[src/rtl/sal_sched_pkg.sv]
// Shared types and DDR2 command encodings for the DFI command scheduler.
// Encodings are {ras_n, cas_n, we_n}; cs_n is driven separately.
package sal_sched_pkg;

    typedef enum logic [1:0] {
        CmdAct = 2'b00,
        CmdRd  = 2'b01,
        CmdWr  = 2'b10,
        CmdPre = 2'b11
    } cmd_t;

    localparam logic [2:0] RcwAct   = 3'b011;
    localparam logic [2:0] RcwRd    = 3'b101;
    localparam logic [2:0] RcwWr    = 3'b100;
    localparam logic [2:0] RcwPre   = 3'b010;
    localparam logic [2:0] RcwDesel = 3'b111;

    function automatic logic [2:0] cmd_rcw(input cmd_t cmd);
        logic [2:0] rcw;
        unique case (cmd)
            CmdAct:  rcw = RcwAct;
            CmdRd:   rcw = RcwRd;
            CmdWr:   rcw = RcwWr;
            CmdPre:  rcw = RcwPre;
            default: rcw = RcwDesel;
        endcase
        return rcw;
    endfunction

endpackage

[src/rtl/sal_rr_arb.sv]
// Round-robin arbiter: first set request at or above ptr_i, wrapping N-1 -> 0.
// N must be a power of two so the pointer addition wraps naturally.
module sal_rr_arb #(
    parameter int unsigned N    = 4,
    parameter int unsigned PtrW = 2
) (
    input  logic [N-1:0]    req_i,
    input  logic [PtrW-1:0] ptr_i,
    output logic [N-1:0]    gnt_o,
    output logic [PtrW-1:0] idx_o,
    output logic            found_o
);

    logic [PtrW-1:0] cand;

    always_comb begin
        gnt_o   = '0;
        idx_o   = '0;
        found_o = 1'b0;
        cand    = '0;
        for (int unsigned i = 0; i < N; i++) begin
            cand = ptr_i + PtrW'(i);
            if (!found_o && req_i[cand]) begin
                found_o     = 1'b1;
                gnt_o[cand] = 1'b1;
                idx_o       = cand;
            end
        end
    end

endmodule

[src/rtl/sal_cmd_sched.sv]
// Multi-bank DFI command scheduler: class-priority (CAS > ACT > PRE) round-robin arbitration
// with inter-bank tRRD/tCCD/tWTR/tRTW enforcement and a registered DFI command output.
module sal_cmd_sched
    import sal_sched_pkg::*;
#(
    parameter int unsigned BK_CNT  = 4,
    parameter int unsigned BA_W    = 2,
    parameter int unsigned ADDR_W  = 14,
    parameter int unsigned TIMER_W = 4
) (
    input  logic                       clk_i,
    input  logic                       rst_i,
    input  logic [BK_CNT-1:0]          req_valid_i,
    input  logic [2*BK_CNT-1:0]        req_cmd_i,
    input  logic [ADDR_W*BK_CNT-1:0]   req_addr_i,
    input  logic [TIMER_W-1:0]         t_rrd_i,
    input  logic [TIMER_W-1:0]         t_ccd_i,
    input  logic [TIMER_W-1:0]         t_wtr_i,
    input  logic [TIMER_W-1:0]         t_rtw_i,
    output logic [BK_CNT-1:0]          gnt_o,
    output logic                       dfi_cs_n_o,
    output logic                       dfi_ras_n_o,
    output logic                       dfi_cas_n_o,
    output logic                       dfi_we_n_o,
    output logic [BA_W-1:0]            dfi_bank_o,
    output logic [ADDR_W-1:0]          dfi_address_o,
    output logic                       wr_issue_o,
    output logic                       rd_issue_o
);

    logic [BA_W-1:0]    rr_ptr_q, rr_ptr_d;
    logic [TIMER_W-1:0] rrd_q, rrd_d, ccd_q, ccd_d, wtr_q, wtr_d, rtw_q, rtw_d;

    logic               cs_n_q, cs_n_d;
    logic [2:0]         rcw_q, rcw_d;
    logic [BA_W-1:0]    bank_q, bank_d;
    logic [ADDR_W-1:0]  addr_q, addr_d;
    logic               wr_iss_q, wr_iss_d, rd_iss_q, rd_iss_d;

    cmd_t               bk_cmd [BK_CNT];
    logic [BK_CNT-1:0]  cas_req, act_req, pre_req;
    logic [BK_CNT-1:0]  cas_gnt, act_gnt, pre_gnt;
    logic [BA_W-1:0]    cas_idx, act_idx, pre_idx;
    logic               cas_found, act_found, pre_found;
    logic               act_ok, rd_ok, wr_ok;

    logic [BK_CNT-1:0]  gnt_vec;
    logic [BA_W-1:0]    gnt_idx;
    logic               gnt_any;
    cmd_t               sel_cmd;
    logic [ADDR_W-1:0]  sel_addr;
    logic               iss_act, iss_rd, iss_wr;

    // Parameter t means the next same-class command may issue t cycles later; 0 and 1 are no gap.
    function automatic logic [TIMER_W-1:0] t_load(input logic [TIMER_W-1:0] t);
        return (t == '0) ? '0 : t - TIMER_W'(1);
    endfunction

    function automatic logic [TIMER_W-1:0] t_dec(input logic [TIMER_W-1:0] c);
        return (c == '0) ? '0 : c - TIMER_W'(1);
    endfunction

    assign act_ok = (rrd_q == '0);
    assign rd_ok  = (ccd_q == '0) && (wtr_q == '0);
    assign wr_ok  = (ccd_q == '0) && (rtw_q == '0);

    always_comb begin
        cas_req = '0;
        act_req = '0;
        pre_req = '0;
        for (int unsigned b = 0; b < BK_CNT; b++) begin
            bk_cmd[b]  = cmd_t'(req_cmd_i[2*b +: 2]);
            cas_req[b] = req_valid_i[b] &&
                         (((bk_cmd[b] == CmdRd) && rd_ok) || ((bk_cmd[b] == CmdWr) && wr_ok));
            act_req[b] = req_valid_i[b] && (bk_cmd[b] == CmdAct) && act_ok;
            pre_req[b] = req_valid_i[b] && (bk_cmd[b] == CmdPre);
        end
    end

    sal_rr_arb #(.N(BK_CNT), .PtrW(BA_W)) u_arb_cas (
        .req_i   (cas_req),
        .ptr_i   (rr_ptr_q),
        .gnt_o   (cas_gnt),
        .idx_o   (cas_idx),
        .found_o (cas_found)
    );

    sal_rr_arb #(.N(BK_CNT), .PtrW(BA_W)) u_arb_act (
        .req_i   (act_req),
        .ptr_i   (rr_ptr_q),
        .gnt_o   (act_gnt),
        .idx_o   (act_idx),
        .found_o (act_found)
    );

    sal_rr_arb #(.N(BK_CNT), .PtrW(BA_W)) u_arb_pre (
        .req_i   (pre_req),
        .ptr_i   (rr_ptr_q),
        .gnt_o   (pre_gnt),
        .idx_o   (pre_idx),
        .found_o (pre_found)
    );

    // Reset suppresses the grant so no bank sees a handshake that never reaches the bus.
    always_comb begin
        gnt_vec = '0;
        gnt_idx = '0;
        gnt_any = 1'b0;
        if (!rst_i) begin
            if (cas_found) begin
                gnt_vec = cas_gnt;
                gnt_idx = cas_idx;
                gnt_any = 1'b1;
            end else if (act_found) begin
                gnt_vec = act_gnt;
                gnt_idx = act_idx;
                gnt_any = 1'b1;
            end else if (pre_found) begin
                gnt_vec = pre_gnt;
                gnt_idx = pre_idx;
                gnt_any = 1'b1;
            end
        end
    end

    assign gnt_o    = gnt_vec;
    assign sel_cmd  = bk_cmd[gnt_idx];
    assign sel_addr = req_addr_i[ADDR_W*gnt_idx +: ADDR_W];
    assign iss_act  = gnt_any && (sel_cmd == CmdAct);
    assign iss_rd   = gnt_any && (sel_cmd == CmdRd);
    assign iss_wr   = gnt_any && (sel_cmd == CmdWr);

    always_comb begin
        rr_ptr_d = gnt_any ? gnt_idx + BA_W'(1) : rr_ptr_q;
        rrd_d    = iss_act ? t_load(t_rrd_i) : t_dec(rrd_q);
        ccd_d    = (iss_rd || iss_wr) ? t_load(t_ccd_i) : t_dec(ccd_q);
        wtr_d    = iss_wr ? t_load(t_wtr_i) : t_dec(wtr_q);
        rtw_d    = iss_rd ? t_load(t_rtw_i) : t_dec(rtw_q);
        cs_n_d   = !gnt_any;
        rcw_d    = gnt_any ? cmd_rcw(sel_cmd) : RcwDesel;
        bank_d   = gnt_any ? gnt_idx : '0;
        addr_d   = gnt_any ? sel_addr : '0;
        wr_iss_d = iss_wr;
        rd_iss_d = iss_rd;
    end

    always_ff @(posedge clk_i) begin
        if (rst_i) begin
            rr_ptr_q <= '0;
            rrd_q    <= '0;
            ccd_q    <= '0;
            wtr_q    <= '0;
            rtw_q    <= '0;
            cs_n_q   <= 1'b1;
            rcw_q    <= RcwDesel;
            bank_q   <= '0;
            addr_q   <= '0;
            wr_iss_q <= 1'b0;
            rd_iss_q <= 1'b0;
        end else begin
            rr_ptr_q <= rr_ptr_d;
            rrd_q    <= rrd_d;
            ccd_q    <= ccd_d;
            wtr_q    <= wtr_d;
            rtw_q    <= rtw_d;
            cs_n_q   <= cs_n_d;
            rcw_q    <= rcw_d;
            bank_q   <= bank_d;
            addr_q   <= addr_d;
            wr_iss_q <= wr_iss_d;
            rd_iss_q <= rd_iss_d;
        end
    end

    assign dfi_cs_n_o    = cs_n_q;
    assign dfi_ras_n_o   = rcw_q[2];
    assign dfi_cas_n_o   = rcw_q[1];
    assign dfi_we_n_o    = rcw_q[0];
    assign dfi_bank_o    = bank_q;
    assign dfi_address_o = addr_q;
    assign wr_issue_o    = wr_iss_q;
    assign rd_issue_o    = rd_iss_q;

endmodule

[config.mk]
export PLATFORM = sky130hd
export DESIGN_NAME = sal_cmd_sched
export DESIGN_NICKNAME = d
export VERILOG_FILES = /design/src/rtl/sal_sched_pkg.sv /design/src/rtl/sal_rr_arb.sv /design/src/rtl/sal_cmd_sched.sv
export SDC_FILE = /design/constraint.sdc
export NUM_CORES = 1
export LEC_CHECK = 0
export ABC_AREA = 1
export CAP_MARGIN = 20
export CORE_MARGIN = 2
export CORE_UTILIZATION = 45
export DETAILED_ROUTE_END_ITERATION = 12
export PLACE_DENSITY = 0.79
export SYNTH_ARGS = -nofsm -noshare
export SYNTH_HDL_FRONTEND = slang
export SYNTH_SLANG_ARGS = --single-unit
export TNS_END_PERCENT = 5
[constraint.sdc]
create_clock -name clk_i -period 3.65 [get_ports clk_i]
set_clock_uncertainty 0.2 [all_clocks]
set_input_delay 0.73 -clock clk_i [delete_from_list [all_inputs] [get_ports clk_i]]
set_output_delay 0.73 -clock clk_i [all_outputs]
set_load 0.01 [all_outputs]
==> results.toml, run 1 <==
[run_status]
status = "finished clean"

[cells_and_area]
design_area_um2 = 6120
final-seq-area_um2 = 806
nets = 966
area_growth_pct = 49.1
n_antenna_cell = 0
stdcell_count = 977
fillers = 728
drive_above_1_share_pct = 25.1
multi_input_area_um2 = 2920

[worst_setup_path]
critPathBufInv = 4
crit_family = "simple AND/OR/NAND/NOR gates"
cp_max_fo = 8
path_class = "register to output port"
crit_top_cell = "nand2_1"
worstSetupEndpointType = "output port"
critPathLaunchType = "register"
critPathSlowestCell = "dfxtp_2"
crit_path_max_incr_delay_ps = 350
critPathArrivalTime_ps = 2590
path_cells = "nor2_4, nand2_4, nor2_4, nand2_1, nand2_2, nand3_1, buf_4, nand3_1, nand2_2, nand3_4, nor2_8, buf_4, buf_12, nand2_1, nand2_1, nor2_1, clkdlybuf4s15_2"
required_ps = 2720

[clock_tree]
path_clk_slew_ps = 90
h-tree-depth = 2
clock_sinks = 40
cts_max_path_buffers = 2
clk_latency_ps = 300
cts_tree = "yes"
postCtsHoldBufs = 0
root_buffer = "clkbuf_8"
cts_buffers = 5

[worst_hold_path]
hold_class = "register to register"

[placement]
pre_cts_slack_ps = -568
finalWeightedCongestion = 0.947
dpl_cell_area_um2 = 5760
dp_cells = 956
dpl.hpwl_um = 10700
io_buffer_count = 111

[synthesis]
synth-seq-cells = 40
synth-edff-count = 0
yosys_warnings = 0
yosysTopAreaCellShare_pct = 19.5
synth_cells = 690
synth_top_cell_by_area = "dfxtp_1"
syn-num-nets = 788
syn_avg_cell_area_um2 = 5.95
yosysSeqAreaShare_pct = 19.5
synth_area_um2 = 4100
ys.flop_type = "dfxtp_1"
async_flop_share_pct = 0
synth_cell_type_count = 40
synth.area.top_cells = "dfxtp_1 (20%), nand2_1 (15%), nand3_1 (10%)"

[die]
num_rows = 34
start_util_pct = 46.8
die_x_um = 99.5
dieArea_um2 = 9900
die_h_um = 99.5
ios = 112
core_area_um2 = 8760

[sta]
finalSetupViolations = 0
rsz0062_at_grt = "true"
finalMaxSlewViolations = 0
relSlewSlack_pct = 60.0
fmax_ghz = 0.284
setup_ws_ps = 134
period_needed_ps = 3520
tightest_slew_ps = 599
post-route-period-util_pct = 96.3
hold_violations = 0

[drt]
wl_um = 14300
first_iter_violations = 312
routedWlPerCell_um = 14.6
drt-vias-per-instance = 5.48
drc_errors = 0
vias = 5356
antenna_left = 0
firstDrtPassIters = 5

[power]
leakagePower_nw = 3.02
ir_drop_mv = 0.576
power.density_nw_per_um2 = 1010

[grt]
first_global_vias = 5020
grt_overflow_total = 0
grt_usage_pct = 27.5
grt_pass1_wl_um = 22700
antenna_found_initial = 0
grt_start_max_net_pins = 30

[run]
cap_viol_max_count = 0
-- metrics by stage --
| stage | utilization (%) | hold WS [ps] | total power, W | setup TNS (ps) |
|---|---|---|---|---|
| 6_report | 69.8 | 296 | 0.00619 | 0 |
| 5_1_grt | 69.8 | 341 | 0.00670 | -48.5 |
| 4_1_cts | 68.3 | 304 | 0.00588 | 0 |
| 3_5_place_dp | 65.7 | 289 | 0.00529 | -10720 |
| 3_3_place_gp | 65.7 | 280 | 0.00516 | -10240 |
| 2_1_floorplan | - | 262 | 0.00371 | 0 |
-- power breakdown --
part           leakage, nW  internal, W  total, W  switching (W)
clock network       0.0614     0.000224  0.000394       0.000170
registers            0.332     0.000602  0.000681      0.0000790
logic                 2.62      0.00213   0.00512        0.00299
total                 3.02      0.00296   0.00619        0.00324
-- metal layers --
layer | wire length, um | track usage [%] | vias up
met5 | 0 | 0 | -
met4 | 227 | 7.06 | 0
met3 | 810 | 2.74 | 28
met2 | 7300 | 49.7 | 218
met1 | 5950 | 35.0 | 2476
li1 | - | - | 2634
-- registers in the layout, summed over array words and instances, names as in the netlist, 2 cells and up --
| signal | cells |
|---|---|
| rtw_q | 4 |
| rcw_q | 3 |
| dfi_address_o | 14 |
| rr_ptr_q | 2 |
| ccd_q | 4 |
| rrd_q | 4 |
| dfi_bank_o | 2 |
| wtr_q | 4 |
-- area by class of cell --
cell class              count  share of cell area [%]
multi-input cells         514                    47.6
repair buffers            195                    28.1
flip-flops and latches     40                    13.2
inverters                 112                    6.91
well taps                 108                    2.21
clock buffers               6                    1.35
clock inverters             2                   0.634
-- synth_stat cells (3+ instances only) --
library cell	count
nor2_4	4
inv_2	15
o22ai_1	8
o221ai_1	6
nand3b_1	6
nand3_2	7
o21ai_0	21
o21ai_1	6
a21oi_1	49
a211oi_1	7
nand2_4	6
nand2_1	166
nand4_1	34
dfxtp_1	40
nor3_1	4
nor2_2	4
o211ai_1	5
nand2_2	16
buf_4	7
nor2_1	52
ha_1	12
buf_2	11
or2_2	3
inv_1	95
nand3_1	85
clkbuf_1	4
-- path summary, 6_finish.rpt --
| check | start | to | slack, ps | depth (start not counted) |
|---|---|---|---|---|
| setup / recovery | ccd_q[2]$_SDFF_PP0_ | gnt_o[3] | 130 | 17 |
| hold / removal | rrd_q[3]$_SDFF_PP0_ | rrd_q[3]$_SDFF_PP0_ | 300 | 2 |
| setup reg to reg | ccd_q[2]$_SDFF_PP0_ | ccd_q[1]$_SDFF_PP0_ | 190 | 24 |
| hold reg to reg | rrd_q[3]$_SDFF_PP0_ | rrd_q[3]$_SDFF_PP0_ | 300 | 2 |
-- tightest hold or removal path, delay by kind of cell (launching register included) --
| family | cells | cell delay [ps] |
|---|---|---|
| flip-flops | 1 | 320 |
| AO/OA/AOI/OAI | 1 | 60 |
| AND/OR/NAND/NOR | 1 | 80 |
-- timing repair --
item | 4_1_cts | 5_1_grt
pin swaps | 8 | 23
endpoints found under the hold margin | 0 | 0
endpoints found under the setup margin | 21 | 22
resized for setup | 48 | 65
buffers inserted | 4 | 8
gates cloned | 0 | 1
-- kinds of logic (layout without fill, tap and decap cells) --
kind of cell	count (synthesis)	in the layout	synth area share, %
buffers and inverters	136	315	13.7
DFF	40	40	19.5
AOI/OAI and AO/OA	110	110	16.2
and+or+nand+nor	392	392	47.0
adders and majority gates	12	12	3.66
-- cells in the final DEF, fill, tap and decap left out, types with 7 or more instances in the layout --
master           netlist  layout
a21oi_1               49      46
buf_4                  7      79
clkbuf_2               0      11
clkdlybuf4s50_1        0      95
dfxtp_1               40      36
ha_1                  12      10
inv_1                 95      89
inv_2                 15      22
nand2_1              166     150
nand2_2               16      31
nand2_4                6       7
nand3_1               85      83
nand3_2                7       8
nand4_1               34      34
nor2_1                52      43
nor2_2                 4       7
nor2_4                 4      10
o21ai_0               21      15
o21ai_1                6      11
o22ai_1                8       8
Note: power is estimated with default switching activity, not from simulation.
==> run 2, diff against run 1 <==
--- a/config.mk
+++ b/config.mk
@@ -7,7 +7,6 @@
 export LEC_CHECK = 0
 export ABC_AREA = 1
 export CAP_MARGIN = 20
-export CORE_MARGIN = 2
 export CORE_UTILIZATION = 45
 export DETAILED_ROUTE_END_ITERATION = 12
 export PLACE_DENSITY = 0.79
==> run 2 against run 1 <==
Wire length fell by 1.6%. Hold slack improved by 0.89 ps. Global-route usage rose by 0.42 points. Count of clock-buffer cells in the layout did not move. Largest cell class unchanged. Register-to-register slack got worse by 90 ps. First-iteration DRC count fell by 0.96%. Cell area rose by 1.2%. Largest power group unchanged.
==> results.toml, run 2 (synthesis gave the netlist of run 1 again) <==
[run_status]
status = "finished clean"

[grt]
grt_use_met1_pct = 33.3
antenna_found_initial = 0
grt_util_met2_pct = 49.9
grt_start_max_net_pins = 30
first_global_vias = 4995
grt_pass1_wl_um = 22200
busiest_layer = "met2"
grt_util_met3_pct = 4.10
grt_overflow_total = 0
grt_usage_pct = 27.9

[cells_and_area]
most-common-layout-cells = "nand2_1 (147), clkdlybuf4s50_1 (95), inv_1 (93)"
stdcell_count = 980
n_antenna_cell = 0
design_area_um2 = 6200
nets = 969
largest_register_ffs = 14
fillers = 742
drive_above_1_share_pct = 25.9
area_growth_pct = 51.0
layout_commonest_cell = "nand2_1"

[worst_setup_path]
path_class = "primary input to output port"
critPathArrivalTime_ps = 2670
cp_max_fo = 4
required_ps = 2720
rr_startpoint = "rr_ptr_q[0]$_SDFFE_PP0N_"
worstSetupEndpointType = "output port"
r2r_end = "rrd_q[3]$_SDFF_PP0_"
critPathLaunchType = "primary input"
r2r_slack_ps = 100
ff2ff_path_depth = 23

[drt]
vias = 5400
antenna_left = 0
drc_errors = 0
first_iter_violations = 309
wl_um = 14100
drt-vias-per-instance = 5.51
firstDrtPassIters = 5
routedWlPerCell_um = 14.4

[sta]
relSlewSlack_pct = 60.5
tightest_slew_ps = 592
fmax_ghz = 0.278
hold_slack_ps = 297
finalSetupViolations = 0
period_needed_ps = 3600
rsz0062_at_grt = "true"
post-route-period-util_pct = 98.7
tns_ps = 0
hold_violations = 0
finalMaxSlewViolations = 0

[die]
die_h_um = 97.5
dieArea_um2 = 9510
ios = 112
core_area_um2 = 8760
num_rows = 34
die_x_um = 97.5
start_util_pct = 46.8

[power]
power_frac_comb_pct = 83.8
power.internal_w = 0.00289
ir_drop_mv = 0.673
p_total_w = 0.00614
power.density_nw_per_um2 = 991
clock_power_share_pct = 5.2
leakagePower_nw = 3.03
sw_frac_of_total_pct = 52.9
pwr-share-seq_pct = 11.0
switching_power_w = 0.00325

[placement]
finalWeightedCongestion = 1.01
dpl_cell_area_um2 = 5730
dp_cells = 950
dpl.hpwl_um = 10300
io_buffer_count = 111

[clock_tree]
h-tree-depth = 2
cts_tree = "yes"
cts_buffers = 5
cts_max_path_buffers = 2
clk_latency_ps = 300
root_buffer = "clkbuf_8"
path_clk_slew_ps = 80
clock_sinks = 40

[worst_hold_path]
holdPathEnd = "rrd_q[3]$_SDFF_PP0_"
hold_class = "register to register"
hp-start = "rrd_q[3]$_SDFF_PP0_"
worstHoldPathCells = 2

[run]
cap_viol_max_count = 0
[run 2: cell types whose count changed in the layout (fill, tap and decap cells not counted), sizes merged]
cell         before  now
buf              85   88
clkbuf           17   15
clkinvlp          0    2
dlygate4sd2       1    3
bufinv            1    0
inv             112  111
[run 2: area by class of cell]
cell class                      instances  area [um2]  area share, %
Clock buffer                            6        82.6           1.33
Clock inverter                          2        15.0          0.242
Inverter                              112         423           6.82
Multi-Input combinational cell        514        2980           48.1
Sequential cell                        40         803           13.0
Tap cell                              108         135           2.18
Timing Repair Buffer                  198        1760           28.4
[run 2: worst max-delay path by stage]
stage               cells past startpoint                   to                      from  slack [ps]
floorplan                              21  ccd_q[2]$_SDFF_PP0_  rr_ptr_q[0]$_SDFFE_PP0N_           2
global placement                       16             gnt_o[0]            req_valid_i[0]        -610
detailed placement                     23  ccd_q[1]$_SDFF_PP0_            req_valid_i[0]        -640
global route                           23  rtw_q[3]$_SDFF_PP0_              req_cmd_i[2]        -170
finish                                 15             gnt_o[2]              req_cmd_i[2]          50
CTS                                    16             gnt_o[0]              req_cmd_i[0]          20
[run 2: stage by stage]
step,setup WS [ps],util [%]
2_1_floorplan,1.58,-
3_3_place_gp,-606,65.3
3_5_place_dp,-635,65.3
4_1_cts,15.3,67.6
5_1_grt,-175,70.7
6_report,47.2,70.7
[run 2: power by group through the flow]
stage               logic, W  clock network [W]  registers [W]
floorplan            0.00298                  0       0.000726
global route         0.00561           0.000346       0.000691
finish               0.00515           0.000320       0.000673
CTS                  0.00468           0.000320       0.000666
detailed placement   0.00455                  0       0.000676
global placement     0.00443                  0       0.000670
[run 2: per-layer routing]
layer	wire length (um)	share of wire, %
met1	5660	40
met3	790	5.6
met2	7110	51
met5	0	0
met4	495	3.5
[run 2: timing repair]
| action | 4_1_cts | 5_1_grt |
|---|---|---|
| setup buffers | 6 | 15 |
| resized for setup | 42 | 74 |
| setup endpoints to repair | 25 | 21 |
| cloned | 0 | 1 |
| hold buffers | 0 | 0 |
| pin swaps | 6 | 25 |
[run 2: worst max-delay path, stage by stage]
cell and delay, ps:
dlygate4sd2_1 270, inv_2 80, nand2_1 90, nor2_4 160, nand3_2 110, nand3_1 140
nand2_2 100, nand4_1 200, buf_4 150, o221ai_1 110, a21oi_2 160, nand2_1 60
nand2_1 60, nor2_1 40, clkdlybuf4s15_2 210
==> run 3, diff against run 2 <==
--- a/config.mk
+++ b/config.mk
@@ -9,6 +9,7 @@
 export CAP_MARGIN = 20
 export CORE_UTILIZATION = 45
 export DETAILED_ROUTE_END_ITERATION = 12
+export MAX_ROUTING_LAYER = met4
 export PLACE_DENSITY = 0.79
 export SYNTH_ARGS = -nofsm -noshare
 export SYNTH_HDL_FRONTEND = slang
==> run 3 against run 2 <==
Count of clock-buffer cells in the layout shrank 1. Cell area increased by 0.26%. Critical path depth grew 3. Non-clock buffer count rose by 5. Highest routed layer unchanged. Power is 0.56% higher. First-iteration DRC count rose by 24%. Hold slack better by 8.7 ps. Cell count increased by 0.41%. Maximum frequency up 0.24%.
==> results.toml, run 3 (synthesis gave the netlist of run 1 again) <==
[placement]
dpl_cell_area_um2 = 5720
finalWeightedCongestion = 0.966
dpl.hpwl_um = 10500
io_buffer_count = 111
pre_cts_slack_ps = -560

[sta]
setup_ws_ps = 55.6
fmax_ghz = 0.278
finalSetupViolations = 0
hold_violations = 0
finalMaxSlewViolations = 0
relSlewSlack_pct = 75.9
period_needed_ps = 3590
tightest_slew_ps = 361
post-route-period-util_pct = 98.5

[drt]
firstDrtPassIters = 5
drt-vias-per-instance = 5.59
antenna_left = 0
first_iter_violations = 382
vias = 5501
routedWlPerCell_um = 14.8
drc_errors = 0
wl_um = 14600

[cells_and_area]
design_area_um2 = 6210
layout_commonest_cell = "nand2_1"
largest_register_ffs = 14
nets = 974
most-common-layout-cells = "nand2_1 (148), clkdlybuf4s50_1 (95), inv_1 (91)"
drive_above_1_share_pct = 26.6
n_antenna_cell = 0
area_growth_pct = 51.4

[worst_setup_path]
critPathArrivalTime_ps = 2660
critPathLaunchType = "primary input"
worstSetupEndpointType = "output port"
required_ps = 2720
path_class = "primary input to output port"
cp_max_fo = 4
r2r_slack_ps = 160

[run_status]
status = "finished clean"

[power]
power.density_nw_per_um2 = 994
leakagePower_nw = 3.05
ir_drop_mv = 0.541
p_total_w = 0.00618

[grt]
antenna_found_initial = 0
grt_usage_pct = 29.3
grt_pass1_wl_um = 22700
first_global_vias = 5101
grt_start_max_net_pins = 34
grt_overflow_total = 0

[die]
ios = 112
die_x_um = 97.5
num_rows = 34
die_h_um = 97.5
start_util_pct = 46.8
dieArea_um2 = 9510
core_area_um2 = 8760

[clock_tree]
cts_max_path_buffers = 2
clock_sinks = 40
root_buffer = "clkbuf_8"
clk_latency_ps = 300
cts_tree = "yes"
h-tree-depth = 2
cts_buffers = 5
path_clk_slew_ps = 80

[run]
cap_viol_max_count = 0

[worst_hold_path]
hold_class = "register to register"
==> run 3: changes by cell type in the layout (fill, tap and decap cells not counted), sizes merged <==
cell         delta
buf             +4
clkbuf          +2
dlygate4sd2     -2
clkinv          +1
clkinvlp        -1
==> run 3: area by class of cell <==
class / count / area (um2)
Multi-Input combinational cell: 514 / 2960
Fill cell: 705 / 2550
Timing Repair Buffer: 203 / 1810
Sequential cell: 40 / 806
Inverter: 112 / 428
Tap cell: 108 / 135
Clock buffer: 5 / 68.8
Clock inverter: 2 / 12.5
==> run 3: stage by stage <==
stage	hold WS, ps	TNS, ps	std cells	util (%)
final	305	0	984	70.9
after global routing	346	-628	984	70.9
after CTS	296	0	967	67.7
after detailed placement	285	-11030	951	65.3
after global placement	276	-9150	951	65.3
after floorplan	262	0	690	-
==> run 3: timing repair <==
action	4_1_cts	5_1_grt
hold buffers	0	0
endpoints found under the setup margin	21	23
gates cloned	0	2
buffers inserted	9	15
gates resized for setup	48	75
pin swaps	12	33
==> run 3: final timing paths <==
path	startpoint	to	depth (start not counted)
setup / recovery	req_cmd_i[2]	gnt_o[2]	18
hold reg to reg	rrd_q[3]$_SDFF_PP0_	rrd_q[3]$_SDFF_PP0_	2
hold / removal	rrd_q[3]$_SDFF_PP0_	rrd_q[3]$_SDFF_PP0_	2
setup reg to reg	ccd_q[0]$_SDFF_PP0_	rrd_q[3]$_SDFF_PP0_	22
==> run 3: per-layer routing <==
metal / wire length, um / up-vias / global-route usage (%)
li1: - / 2646 / -
met1: 6040 / 2581 / 34.3
met2: 7250 / 233 / 50.9
met3: 853 / 41 / 4.10
met4: 412 / 0 / 10.7
met5: 0 / - / -
==> run 3: critical path, cell delays in order <==
cell and delay (ps):
clkbuf_2 140, inv_2 100, buf_4 120, nor2_1 40, nand2_1 70, nand2_2 70, nand3_1 110, nand2_1 100
nand2_2 90, nand2_4 50, nor2_2 160, nand2_2 90, a21oi_4 150, o21ai_0 100, o2111ai_1 80, nand2_1 80
nor2_1 90, dlygate4sd2_1 270
==> run 3: power breakdown <==
part           total, W  leakage, nW  internal [W]  switching (W)
combinational   0.00520         2.68       0.00218        0.00301
clock          0.000296       0.0400      0.000130       0.000167
sequential     0.000683        0.332      0.000602      0.0000812
total           0.00618         3.05       0.00292        0.00326
==> RTL change 1 (config.mk and constraints of run 3) <==
`BK_CNT`: 4 -> 2.
--- a/src/rtl/sal_cmd_sched.sv
+++ b/src/rtl/sal_cmd_sched.sv
@@ -4,5 +4,5 @@
     import sal_sched_pkg::*;
 #(
-    parameter int unsigned BK_CNT  = 4,
+    parameter int unsigned BK_CNT  = 2,
     parameter int unsigned BA_W    = 2,
     parameter int unsigned ADDR_W  = 14,
Ports: changed (resized gnt_o, req_addr_i, req_cmd_i and req_valid_i); port bits go from 112 to 76. No check against the original RTL was run, so the function may have changed too.
==> RTL change 1 against run 3 <==
Via count decreased by 55%. Worst setup slack gained 120 ps. Wire length is 61% lower. Synthesized area is 43% lower. First-iteration DRC count down 74%. Non-clock buffer count fell by 114. Count of clock-buffer cells in the layout unchanged. Power is 67% lower. Sequential power shrank 9.4%. Sequential cell count is the same. Die area down 43%. Combinational power shrank 80%. Sequential share of layout area increased by 11 points. Cell area shrank 46%. Largest power group unchanged. Highest routed layer unchanged.
==> RTL change 1: results (changes against run 3) <==
run status -> completed
number of DRC markers in iteration 0 -> 101 (-74%)
dpl ws -> -80.6 ps (+479 ps)
most frequent cells after synthesis -> nand2_1 (89), dfxtp_1 (40), nor2_1 (34)
first-pass GRT wire length -> 9.39 mm (-59%)
Layout Nets -> 485 (-50%)
syn nets -> 396 (-50%)
number of fillers in the final layout -> 414 (-41%)
critical path's top delay family -> buffers and inverters
DP Area -> 3220 µm² (-44%)
port bufs -> 75 (-32%)
vias in the first global route -> 2194 (-57%)
Worst path max stage delay -> 440 ps (+170 ps)
Post-CTS Setup Inserts -> 0 (-9)
Area contributors post-synth -> dfxtp_1 (34%), nand2_1 (14%), nor2_1 (5.5%)
sequential element share of the synthesized area -> 0.344 (+0.149)
gpl congestion -> 0.907 (-6.1%)
worst vdd ir -> 318 µV (-41%)
cell leakage power -> 1.53 nW (-50%)
drt pass-1 iters -> 4 (-1)
count of different cell masters after synthesis -> 33 (-18%)
CTS root buf -> clkbuf_8
via count -> 2458 (-55%)
via density per instance -> 4.98 (-11%)
DR WL/cell -> 11.6 µm (-21%)
critical path's slowest cell -> clkdlybuf4s50_1
GRT Overall Usage -> 0.229 (-0.0637)
share of cells above drive strength 1 -> 0.143 (-0.123)
critical path arrival -> 2540 ps (-120 ps)
pin count of the biggest net entering global routing -> 17 (-50%)
r2r setup slk -> 890 ps (+730 ps)
Synth Flop Type -> dfxtp_1
-- RTL change 1: cell count changes after synthesis, moves of 7 or more --
cell,run 3,this run
nand2_2,16,4
nand2_1,166,89
a21oi_1,49,24
nand4_1,34,1
a21oi_2,2,12
buf_2,11,3
nand3_2,7,0
nor2_1,52,34
inv_2,15,4
inv_1,95,32
nand3_1,85,22
a211oi_1,7,0
-- RTL change 1: path summary, 6_finish.rpt --
path	to	startpoint	cells after the start
setup / recovery	gnt_o[0]	req_cmd_i[1]	11
hold / removal	wtr_q[3]	wtr_q[3]	2
hold reg to reg	wtr_q[3]	wtr_q[3]	2
setup reg to reg	ccd_q[3]	ccd_q[1]	17
-- RTL change 1: area by class of cell --
| type | instances | area [µm²] | share of cell area |
|---|---|---|---|
| sequential | 40 | 801 | 0.240 |
| inverter | 38 | 148 | 0.0443 |
| clock inverter | 3 | 47.5 | 0.0143 |
| multi-input combinational | 252 | 1330 | 0.399 |
| timing repair buffer | 89 | 853 | 0.256 |
| tap | 67 | 83.8 | 0.0252 |
| clock buffer | 5 | 68.8 | 0.0206 |
-- RTL change 1: power breakdown --
part           switching, mW  leakage [nW]  internal (mW)
Sequential            0.0677         0.328          0.551
Clock                  0.162        0.0583          0.206
Combinational          0.591          1.14          0.441
-- RTL change 1: tightest hold or removal path, stage by stage, from the launching register on --
cell      delay (ps)
dfxtp_1          320
o211ai_1          90
a21oi_1           60
-- RTL change 1: kinds of logic (layout without fill, tap and decap cells) --
group,count (synthesis),in the layout,synth area share
fa+ha+maj,7,7,0.0377
flops,40,40,0.344
simple gates,175,175,0.349
mux,1,1,0.00484
compound gates,69,69,0.180
buf+inv,45,135,0.0845
-- RTL change 1: repair_timing --
item                                   CTS  global route
resized for setup                        3             1
cloned                                   0             0
endpoints found under the hold margin    0             0
setup endpoints to repair                2             1
-- RTL change 1: metal layers --
metal / wire, µm / vias to the layer above / GRT usage
met1: 2530 / 1103 / 0.280
met5: 0 / - / -
met2: 2850 / 71 / 0.373
li1: - / 1272 / -
met3: 233 / 12 / 0.0425
met4: 129 / 0 / 0.0897
==> RTL change 2 (settings of run 3) <==
Made on the original files. Make the reset (`rst_i`) asynchronous in one clocked block.
--- a/src/rtl/sal_cmd_sched.sv
+++ b/src/rtl/sal_cmd_sched.sv
@@ -145,5 +145,5 @@
     end
 
-    always_ff @(posedge clk_i) begin
+    always_ff @(posedge clk_i or posedge rst_i) begin
         if (rst_i) begin
             rr_ptr_q <= '0;
Function: differs if rst_i is asserted again (counterexample within 4 cycles, from zero or initial values and one cycle with rst_i high); with rst_i held inactive, the same outputs for 4 cycles.
==> RTL change 2 against run 3 <==
Sequential share of layout area is 4.5 points higher. Critical endpoint is now gnt_o[3]. Synthesized area fell by 7.8%. Power is 10% lower. Sequential cell count unchanged. Cell area decreased by 7.3%. Wire length fell by 15%. Global-route usage shrank 1.2 points. Worst setup slack worse by 34 ps. Fmax down 0.94%.
==> RTL change 2: results (changes against run 3) <==
inverters -> 101 (-9.8%)
Post-Synth Adder-Cell Area -> 0.0364 (-0.000222)
switch share -> 0.534 (+0.00623)
Non-Filler Instances -> 863 (-12%)
via count -> 4637 (-16%)
ClkCell Share -> 0.0156 (+0.00256)
Crit Reg-Reg Startpoint -> ccd_q[1]
r2r setup slk -> 110 ps (-50 ps)
Non-clk bufs -> 164 (-19%)
HPWL Detailed -> 8.64 mm (-18%)
FF-to-FF End -> ccd_q[0]
pwr dens -> 961 nW/µm² (-3.3%)
critical path arrival -> 2700 ps (+40 ps)
Post-Route WL -> 12.4 mm (-15%)
Worst R2R Path Depth -> 27 (+23%)
post-synthesis cell count -> 602 (-13%)
share of cells above drive strength 1 -> 0.240 (-0.0259)
cell leakage power -> 2.83 nW (-7.2%)
port bufs -> 111 (unchanged)
multi-input gates -> 445 (-13%)
Slew @ Worst Pin -> 486 ps (+125 ps)
vias in the first global route -> 4326 (-15%)
initial antenna violation count -> 0 (unchanged)
clock slew seen by the registers of the worst setup and hold paths -> 80 ps (about the same)
CP startpoint -> req_cmd_i[5]
Power Sequential -> 742 µW (+8.6%)
dpl ws -> -449 ps (+111 ps)
final worst setup slack -> 21.6 ps (-34.0 ps)
sequential portion of the cell area -> 0.175 (+0.0450)
sequential element share of the synthesized area -> 0.266 (+0.0707)
CTS sink cnt -> 40 (unchanged)
pin count of the biggest net entering global routing -> 43 (+26%)
most frequent cells after synthesis -> nand2_1 (143), nand3_1 (96), inv_1 (91)
combinational gate power -> 4.49 mW (-14%)
first-pass GRT wire length -> 19.4 mm (-15%)
number of fillers in the final layout -> 682 (-3.3%)
DP Area -> 5210 µm² (-8.9%)
gpl congestion -> 0.939 (-2.8%)
total power -> 5.53 mW (-10%)
# clk buffers -> 8 (+3)
worst vdd ir -> 723 µV (+33%)
Cells after DPL -> 842 (-11%)
critical path's slowest cell -> dlygate4sd2_1
fraction of area in multi-input gates -> 0.455 (-0.0213)
crit path to -> gnt_o[3]
count of different cell masters after synthesis -> 35 (-13%)
buffer share of cell area -> 0.265 (-0.0255)
PostCTS Resize Cnt -> 55 (+15%)
run status -> completed
GRT Overall Usage -> 0.281 (-0.0117)
syn nets -> 699 (-11%)
Area contributors post-synth -> dfrtp_1 (24%), nand2_1 (14%), nand3_1 (13%)
Synth Area in XOR/XNOR -> 0.00231 (+0.00231)
Row Count -> 33 (-2.9%)
number of DRC markers in iteration 0 -> 231 (-40%)
Layout Nets -> 854 (-12%)
post-synthesis compound-gate area fraction -> 0.153 (-0.00883)
asr flop ratio synth -> 1.00 (+1.00)
Post-CTS Setup Inserts -> 3 (-6)
mux share of post-synthesis cell area -> 0 (unchanged)
-- RTL change 2: changes by cell type in the layout (fill, tap and decap cells not counted), moves of 16 or more --
cell | run 3 | this run
buf_4 | 86 | 52
dfrtp_1 | 0 | 36
dfxtp_1 | 36 | 0
nand2_1 | 148 | 124
nand4_1 | 34 | 4
nor2_1 | 43 | 27
-- RTL change 2: worst min-delay path by stage --
stage | from | to | slack (ps) | depth (start not counted)
finish | rrd_q[0] | rrd_q[0] | 300 | 1
global route | rrd_q[0] | rrd_q[0] | 310 | 1
CTS | rrd_q[0] | rrd_q[0] | 270 | 1
detailed placement | rrd_q[0] | rrd_q[0] | 260 | 1
global placement | rrd_q[0] | rrd_q[0] | 250 | 1
floorplan | rrd_q[0] | rrd_q[0] | 230 | 1
-- RTL change 2: per-layer routing --
layer  up-vias  share of wire  global-route usage
li1       2286              -                   -
met1      2165           0.40               0.335
met2       161           0.53               0.499
met3        25          0.052              0.0243
met4         0          0.021              0.0936
met5         -              0                   -
